--- src/rtl/mux_collect_pkg.sv ---
// Shared defaults and state encoding for the lane-collecting mux.
package mux_collect_pkg;

    localparam int unsigned DATA_W_DEF    = 1;
    localparam int unsigned NUM_LANES_DEF = 8;
    localparam int unsigned SEL_W_DEF     = 3;

    localparam logic ST_EMPTY = 1'b0;
    localparam logic ST_FULL  = 1'b1;

endpackage

--- src/rtl/mux_rr_pick.sv ---
// Combinational rotate-priority encoder: first set request at or after ptr, wrapping.
module mux_rr_pick
    import mux_collect_pkg::*;
#(
    parameter int unsigned NUM_LANES = NUM_LANES_DEF,
    parameter int unsigned SEL_W     = SEL_W_DEF
) (
    input  logic [NUM_LANES-1:0] req,
    input  logic [SEL_W-1:0]     ptr,
    output logic [SEL_W-1:0]     gnt_idx,
    output logic                 gnt_vld
);

    logic [SEL_W-1:0] cand;

    // Scan from the farthest offset down so the nearest request to ptr wins.
    always_comb begin
        cand    = ptr;
        gnt_idx = ptr;
        gnt_vld = 1'b0;
        for (int i = int'(NUM_LANES) - 1; i >= 0; i--) begin
            cand = ptr + SEL_W'(i);
            if (req[cand]) begin
                gnt_idx = cand;
                gnt_vld = 1'b1;
            end
        end
    end

endmodule

--- src/rtl/mux_rr_collect.sv ---
// Collects NUM_LANES valid/ready lanes into one registered, lane-tagged output stream.
// Define MUX_TDM_STRICT_EN for fixed time-division slots instead of work-conserving round-robin.
module mux_rr_collect
    import mux_collect_pkg::*;
#(
    parameter int unsigned DATA_W    = DATA_W_DEF,
    parameter int unsigned NUM_LANES = NUM_LANES_DEF,
    parameter int unsigned SEL_W     = SEL_W_DEF
) (
    input  logic                        clk,
    input  logic                        reset,
    input  logic [NUM_LANES*DATA_W-1:0] in_data,
    input  logic [NUM_LANES-1:0]        in_valid,
    output logic [NUM_LANES-1:0]        in_ready,
    output logic [DATA_W-1:0]           out_data,
    output logic [SEL_W-1:0]            out_sel,
    output logic                        out_valid,
    input  logic                        out_ready
);

    logic              state;
    logic              state_next;
    logic [SEL_W-1:0]  ptr;
    logic [SEL_W-1:0]  ptr_next;
    logic [SEL_W-1:0]  gnt_idx;
    logic              gnt_vld;
    logic              load;
    logic              take;
    logic [DATA_W-1:0] lane_data;

`ifdef MUX_TDM_STRICT_EN
    assign gnt_idx = ptr;
    assign gnt_vld = in_valid[ptr];
`else
    mux_rr_pick #(
        .NUM_LANES (NUM_LANES),
        .SEL_W     (SEL_W)
    ) u_pick (
        .req     (in_valid),
        .ptr     (ptr),
        .gnt_idx (gnt_idx),
        .gnt_vld (gnt_vld)
    );
`endif

    always_ff @(posedge clk) begin
        if (!reset) state <= ST_EMPTY;
        else        state <= state_next;
    end

    always_comb begin
        state_next = state;
        if (load) state_next = gnt_vld ? ST_FULL : ST_EMPTY;
    end

    // Handshake decode; reset gates every grant so a held beat is simply dropped.
    always_comb begin
        load     = (state == ST_EMPTY) | out_ready;
        take     = reset & load & gnt_vld;
        in_ready = '0;
        if (take) in_ready = NUM_LANES'(1) << gnt_idx;
        ptr_next = ptr;
`ifdef MUX_TDM_STRICT_EN
        if (load) ptr_next = ptr + SEL_W'(1);
`else
        if (take) ptr_next = gnt_idx + SEL_W'(1);
`endif
    end

    always_comb begin
        lane_data = '0;
        for (int k = 0; k < int'(NUM_LANES); k++) begin
            if (gnt_idx == SEL_W'(k)) lane_data = in_data[k*DATA_W +: DATA_W];
        end
    end

    always_ff @(posedge clk) begin
        if (!reset) begin
            ptr       <= '0;
            out_valid <= 1'b0;
            out_data  <= '0;
            out_sel   <= '0;
        end else begin
            ptr       <= ptr_next;
            out_valid <= (state_next == ST_FULL);
            if (take) begin
                out_data <= lane_data;
                out_sel  <= gnt_idx;
            end
        end
    end

endmodule

--- config.mk ---
export PLATFORM = sky130hd
export DESIGN_NAME = mux_rr_collect
export DESIGN_NICKNAME = d
export VERILOG_FILES = /design/src/rtl/mux_collect_pkg.sv /design/src/rtl/mux_rr_pick.sv /design/src/rtl/mux_rr_collect.sv
export SDC_FILE = /design/constraint.sdc
export NUM_CORES = 1
export LEC_CHECK = 0
export CAP_MARGIN = 20
export CORE_MARGIN = 3
export CORE_UTILIZATION = 40
export CTS_BUF_LIST = sky130_fd_sc_hd__clkbuf_4 sky130_fd_sc_hd__clkbuf_8 sky130_fd_sc_hd__clkbuf_16
export DETAILED_ROUTE_END_ITERATION = 6
export PLACE_DENSITY = 0.66
export REMOVE_ABC_BUFFERS = 1
export SYNTH_ARGS = -nofsm -noshare
export SYNTH_HDL_FRONTEND = slang
export SYNTH_HIERARCHICAL = 1
export SYNTH_SLANG_ARGS = --single-unit
--- constraint.sdc ---
create_clock -name clk -period 10.1 [get_ports clk]
set_input_delay 2.525 -clock clk [delete_from_list [all_inputs] [get_ports clk]]
set_output_delay 2.525 -clock clk [all_outputs]
set_load 0.02 [all_outputs]
==> results of run 1 <==
## cells in the mapped netlist, types with 4 or more instances
cell	n
mux4_1	4
inv_1	14
nor2_1	12
a211oi_1	4
ha_1	8
dfxtp_1	8
mux2i_1	12
and3_1	7
mux4_2	8
nand2_1	26
a21oi_1	10
## layout make-up
| cell class | instances | area [um^2] |
|---|---|---|
| fill | 313 | 1620 |
| multi-input combinational | 137 | 1150 |
| timing repair buffer | 32 | 318 |
| sequential | 8 | 160 |
| tap | 46 | 57.6 |
| inverter | 15 | 56.3 |
| clock buffer | 3 | 22.5 |
## power by group through the flow
stage               Sequential (W)  Clock [W]  Combinational (W)
floorplan                0.0000755          0           0.000362
global placement         0.0000641          0           0.000504
detailed placement       0.0000655          0           0.000505
CTS                      0.0000647  0.0000262           0.000510
global route             0.0000673  0.0000287           0.000564
finish                   0.0000648  0.0000251           0.000514
## how the worst max path moves through the flow
stage	from	cells after the start	end	slack, ns
final	in_valid[6]	11	in_ready[3]	1.62
after global routing	in_valid[6]	11	in_ready[3]	1.48
after CTS	in_valid[6]	11	in_ready[3]	1.61
after detailed placement	in_valid[6]	11	in_ready[3]	1.63
after global placement	in_valid[4]	11	in_ready[3]	1.63
after floorplan	in_valid[5]	9	in_ready[3]	3.00
## cells by family after synthesis
group	after synthesis	share of synthesized area, %
fa+ha+maj	8	7.01
simple gates	60	21.0
mux	27	31.0
buf+inv	23	8.14
xor+xnor	4	2.45
compound gates	38	19.2
flops	8	11.2
## sequential cells by signal, summed over array words and instances, names as in the netlist
| name | flops |
|---|---|
| out_data | 1 |
| ptr | 3 |
| out_sel | 3 |
| out_valid | 1 |
## per-layer routing
layer	vias up	track usage, %	part of all wire (%)	routed length [um]
met4	0	2.33	0.16	6
li1	687	-	-	-
met3	2	2.22	5.2	200
met1	659	26.6	46	1790
met2	51	30.5	48	1850
met5	-	0	0	0
## critical path, delay by kind of cell
family,cells,cell delay [ns]
buf+inv,3,1.26
simple gates,2,0.33
fa+ha+maj,1,0.30
compound gates,3,0.66
mux,2,0.88
## per-stage QoR
stage	setup WS [ns]	hold slack (ns)	utilization [%]
after floorplan	3.00	0.534	-
after global placement	1.63	0.451	51.5
after detailed placement	1.63	0.452	51.5
after CTS	1.61	0.459	52.1
after global routing	1.48	0.496	52.1
final	1.62	0.461	52.1
==> results.json, run 1 <==
{
  "critical_path_class": "input port to primary output",
  "fin_nets": 224,
  "syn_avg_cell_area_um2": 8.51,
  "clk_pin_slew_ns": 0.05,
  "worst_skew_pair.late_latency_ns": 0.26,
  "hp-class": "flip-flop to flip-flop",
  "antenna_left": 0,
  "startpoint_type": "input port",
  "antenna_found_initial": 0,
  "die_w_um": 65.8,
  "max_stage_delay_ns": 0.57,
  "num_io_pins": 32,
  "finalCriticalPeriod_ns": 8.48,
  "p_total_w": 0.000604,
  "worstPathRequired_ns": 7.58,
  "grt.total_usage_pct": 18.6,
  "viasPerCell": 5.80,
  "outcome": "finished clean",
  "endpoint_kind": "primary output",
  "numCtsBuffers": 3,
  "fin_crit_sh_pct": 84.0,
  "clockRootBuffer": "clkbuf_4",
  "ys_types": 50,
  "maxSlewViolCount": 0,
  "path_cells": "clkdlybuf4s50_1 > mux4_2 > mux2_4 > nand2b_4 > a211oi_2 > o21ai_1 > o21ai_1 > inv_1 > ha_1 > and3_1 > clkdlybuf4s50_1",
  "cts_sinks": 8,
  "drc": 0,
  "synth_top_area_share_pct": 12.6,
  "tns_ns": 0,
  "p_int_w": 0.000285,
  "yosys_warnings": 6,
  "critPathArrivalTime_ns": 5.96,
  "dieHeight_um": 65.8,
  "swShare_pct": 52.9,
  "antenna_cells": 0,
  "layout-drive-gt1-share_pct": 11.8,
  "area_growth_pct": 23.6,
  "final_area_um2": 1770,
  "synth_ff_type": "dfxtp_1",
  "netlist_area_um2": 1430,
  "p_leak_nw": 0.746,
  "netlist_instances": 168,
  "grt_pass1_wl_um": 6440,
  "fp-row-count": 21,
  "switching_power_w": 0.000319,
  "post_dp_cell_area_um2": 1740,
  "maxCapViolations": 0,
  "dr.pass1.iters": 4,
  "worst_slew_pin_slew_ns": 0.762,
  "stdcell_count": 241,
  "grt_pass1_vias": 1338,
  "post_cts_resized": 0,
  "place.port_buffers": 31,
  "clockBufferDepth": 2,
  "num_vias": 1399,
  "async_flop_share_pct": 0,
  "hold_violations": 0,
  "crit_fanout": 9,
  "layout_commonest_cell": "clkdlybuf4s50_1",
  "grt.overflow.total": 0,
  "setup_viol": 0,
  "grt_max_degree": 24,
  "reg2reg_slack_ns": 5.96,
  "gp_congestion": 0.898,
  "clockPowerShare_pct": 4.2,
  "peakVddDrop_mv": 0.238,
  "die-area_um2": 4330,
  "synth_edf_count": 0,
  "ys_seq_area_share_pct": 11.2,
  "clock.fmax_mhz": 118,
  "initial_utilization_pct": 42.2,
  "cts_tree": "yes",
  "mostFrequentLayoutCells": "clkdlybuf4s50_1, nand2_1, inv_1",
  "drt_iter0_drc": 99,
  "fin_skew_ns": 0.0156,
  "powerDensity_nw_per_um2": 342,
  "wl_per_cell_um": 16.0,
  "holdPathEnd": "out_sel[0]",
  "p_seq_share_pct": 10.7,
  "drt_wl_total_um": 3850,
  "reg2reg_to": "out_data",
  "min_from": "out_sel[0]",
  "power_frac_comb_pct": 85.1,
  "r2r-start": "ptr[0]",
  "synth_top_area_cell": "mux4_2",
  "synth.ff_latch_count": 8,
  "r2r_cells": 12,
  "relSlewSlack_pct": 49.1,
  "dp_hpwl_um": 2940,
  "postCtsSetupRepairBufs": 0,
  "slowest_stage": "mux4_2",
  "yosys-top-cells-area": "mux4_2, dfxtp_1, mux2i_1, mux4_1, ha_1",
  "core-area_um2": 3390,
  "htree_num_levels": 1,
  "dp.cells": 238,
  "rsz0062_at_grt": "false",
  "hold_depth": 2,
  "hold_buffers": 0
}
Power figures use the tool's default switching activity.
==> inputs of run 2 (changes only) <==
==> constraint.sdc (replaced) <==
create_clock -name clk -period 8 [get_ports clk]
set_input_delay 2 -clock clk [delete_from_list [all_inputs] [get_ports clk]]
set_output_delay 2 -clock clk [all_outputs]
set_load 0.02 [all_outputs]
==> results.json, run 2 (synthesis gave the netlist of run 1 again) <==
{
  "top_regs": "out_sel (3), ptr (3)",
  "grt_pass1_wl_um": 6320,
  "die_w_um": 65.8,
  "drc": 0,
  "place.port_buffers": 31,
  "drt_iter0_drc": 90,
  "critical_path_class": "input port to primary output",
  "numCtsBuffers": 3,
  "crit_fanout": 9,
  "cp-startpoint": "in_valid[6]",
  "maxSlewViolCount": 0,
  "antenna_cells": 0,
  "crit_end": "in_ready[3]",
  "grt_pass1_vias": 1305,
  "dp.cells": 238,
  "die-area_um2": 4330,
  "grt.overflow.total": 0,
  "viasPerCell": 5.89,
  "postCtsSetupRepairBufs": 0,
  "fin_skew_ns": 0.00721,
  "num_io_pins": 32,
  "initial_utilization_pct": 42.2,
  "stdcell_count": 241,
  "startpoint_type": "input port",
  "grt.total_usage_pct": 18.6,
  "relSlewSlack_pct": 50.9,
  "area_growth_pct": 23.6,
  "fin_nets": 224,
  "reg2reg_to": "out_data",
  "fin_crit_sh_pct": 92.7,
  "p_total_w": 0.000762,
  "finalCriticalPeriod_ns": 7.42,
  "num_vias": 1419,
  "cts_tree": "yes",
  "grt_use_met2_pct": 28.9,
  "hp-class": "flip-flop to flip-flop",
  "antenna_found_initial": 0,
  "gp_congestion": 0.898,
  "use_met1_pct": 25.7,
  "endpoint_kind": "primary output",
  "drt_wl_total_um": 3780,
  "worst_skew_pair.late_latency_ns": 0.26,
  "maxCapViolations": 0,
  "post_cts_resized": 0,
  "critPathArrivalTime_ns": 5.42,
  "worst_slew_pin_slew_ns": 0.736,
  "dr.pass1.iters": 4,
  "layout-drive-gt1-share_pct": 11.8,
  "grt_max_degree": 24,
  "hold_buffers": 0,
  "setup_viol": 0,
  "tns_ns": 0,
  "rsz0062_at_grt": "false",
  "outcome": "finished clean",
  "powerDensity_nw_per_um2": 432,
  "reg2reg_slack_ns": 3.90,
  "r2r_cells": 12,
  "layout_commonest_cell": "clkdlybuf4s50_1",
  "p_leak_nw": 0.746,
  "dp_hpwl_um": 2940,
  "core-area_um2": 3390,
  "final_area_um2": 1770,
  "gr-usage-met3_pct": 4.96,
  "htree_num_levels": 1,
  "cts_sinks": 8,
  "hold_slack_ns": 0.460,
  "dieHeight_um": 65.8,
  "clock.fmax_mhz": 135,
  "post_dp_cell_area_um2": 1740,
  "clockBufferDepth": 2,
  "fp-row-count": 21,
  "worstPathRequired_ns": 6.00,
  "antenna_left": 0,
  "clk_pin_slew_ns": 0.06,
  "peakVddDrop_mv": 0.221,
  "wl_per_cell_um": 15.7,
  "r2r-start": "ptr[0]",
  "grt_busiest_layer": "met2",
  "clockRootBuffer": "clkbuf_4",
  "mostFrequentLayoutCells": "clkdlybuf4s50_1, nand2_1, inv_1",
  "hold_violations": 0
}
==> run 2: layout make-up <==
class	count	area (um^2)
repair buffers	32	318
flip-flops and latches	8	160
multi-input cells	137	1150
well taps	46	57.6
inverters	15	56.3
clock buffers	3	22.5
fillers	312	1620
==> run 2: power breakdown <==
group          total [W]  switching, W  internal [W]
combinational   0.000648      0.000362      0.000287
clock          0.0000334     0.0000160     0.0000173
sequential     0.0000806     0.0000256     0.0000551
==> run 2: worst min-delay path by stage <==
| stage | endpoint | startpoint | cells after the start |
|---|---|---|---|
| floorplan | out_sel[0] | out_sel[0] | 2 |
| global placement | out_sel[0] | out_sel[0] | 2 |
| detailed placement | out_sel[0] | out_sel[0] | 2 |
| CTS | out_sel[0] | out_sel[0] | 2 |
| global route | out_sel[2] | out_sel[2] | 2 |
| finish | out_sel[0] | out_sel[0] | 2 |
==> run 2: critical path, cell delays in order <==
cell and delay, ns:
clkdlybuf4s50_1 0.51, mux4_2 0.57, mux2_4 0.31, nand2b_4 0.15
a211oi_2 0.18, o21ai_1 0.10, o21ai_1 0.37, inv_1 0.21
ha_1 0.30, and3_1 0.18, clkdlybuf4s50_1 0.54
==> run 2: per-stage QoR <==
| step | worst slack [ns] | utilization, % |
|---|---|---|
| floorplan | 1.95 | - |
| global placement | 0.581 | 51.5 |
| detailed placement | 0.611 | 51.5 |
| CTS | 0.590 | 52.1 |
| global route | 0.420 | 52.1 |
| finish | 0.581 | 52.1 |
==> run 2: per-layer routing <==
metal | share of wire, % | vias up
met1 | 43 | 660
li1 | - | 686
met3 | 8.6 | 2
met4 | 0.53 | 0
met5 | 0 | -
met2 | 48 | 71
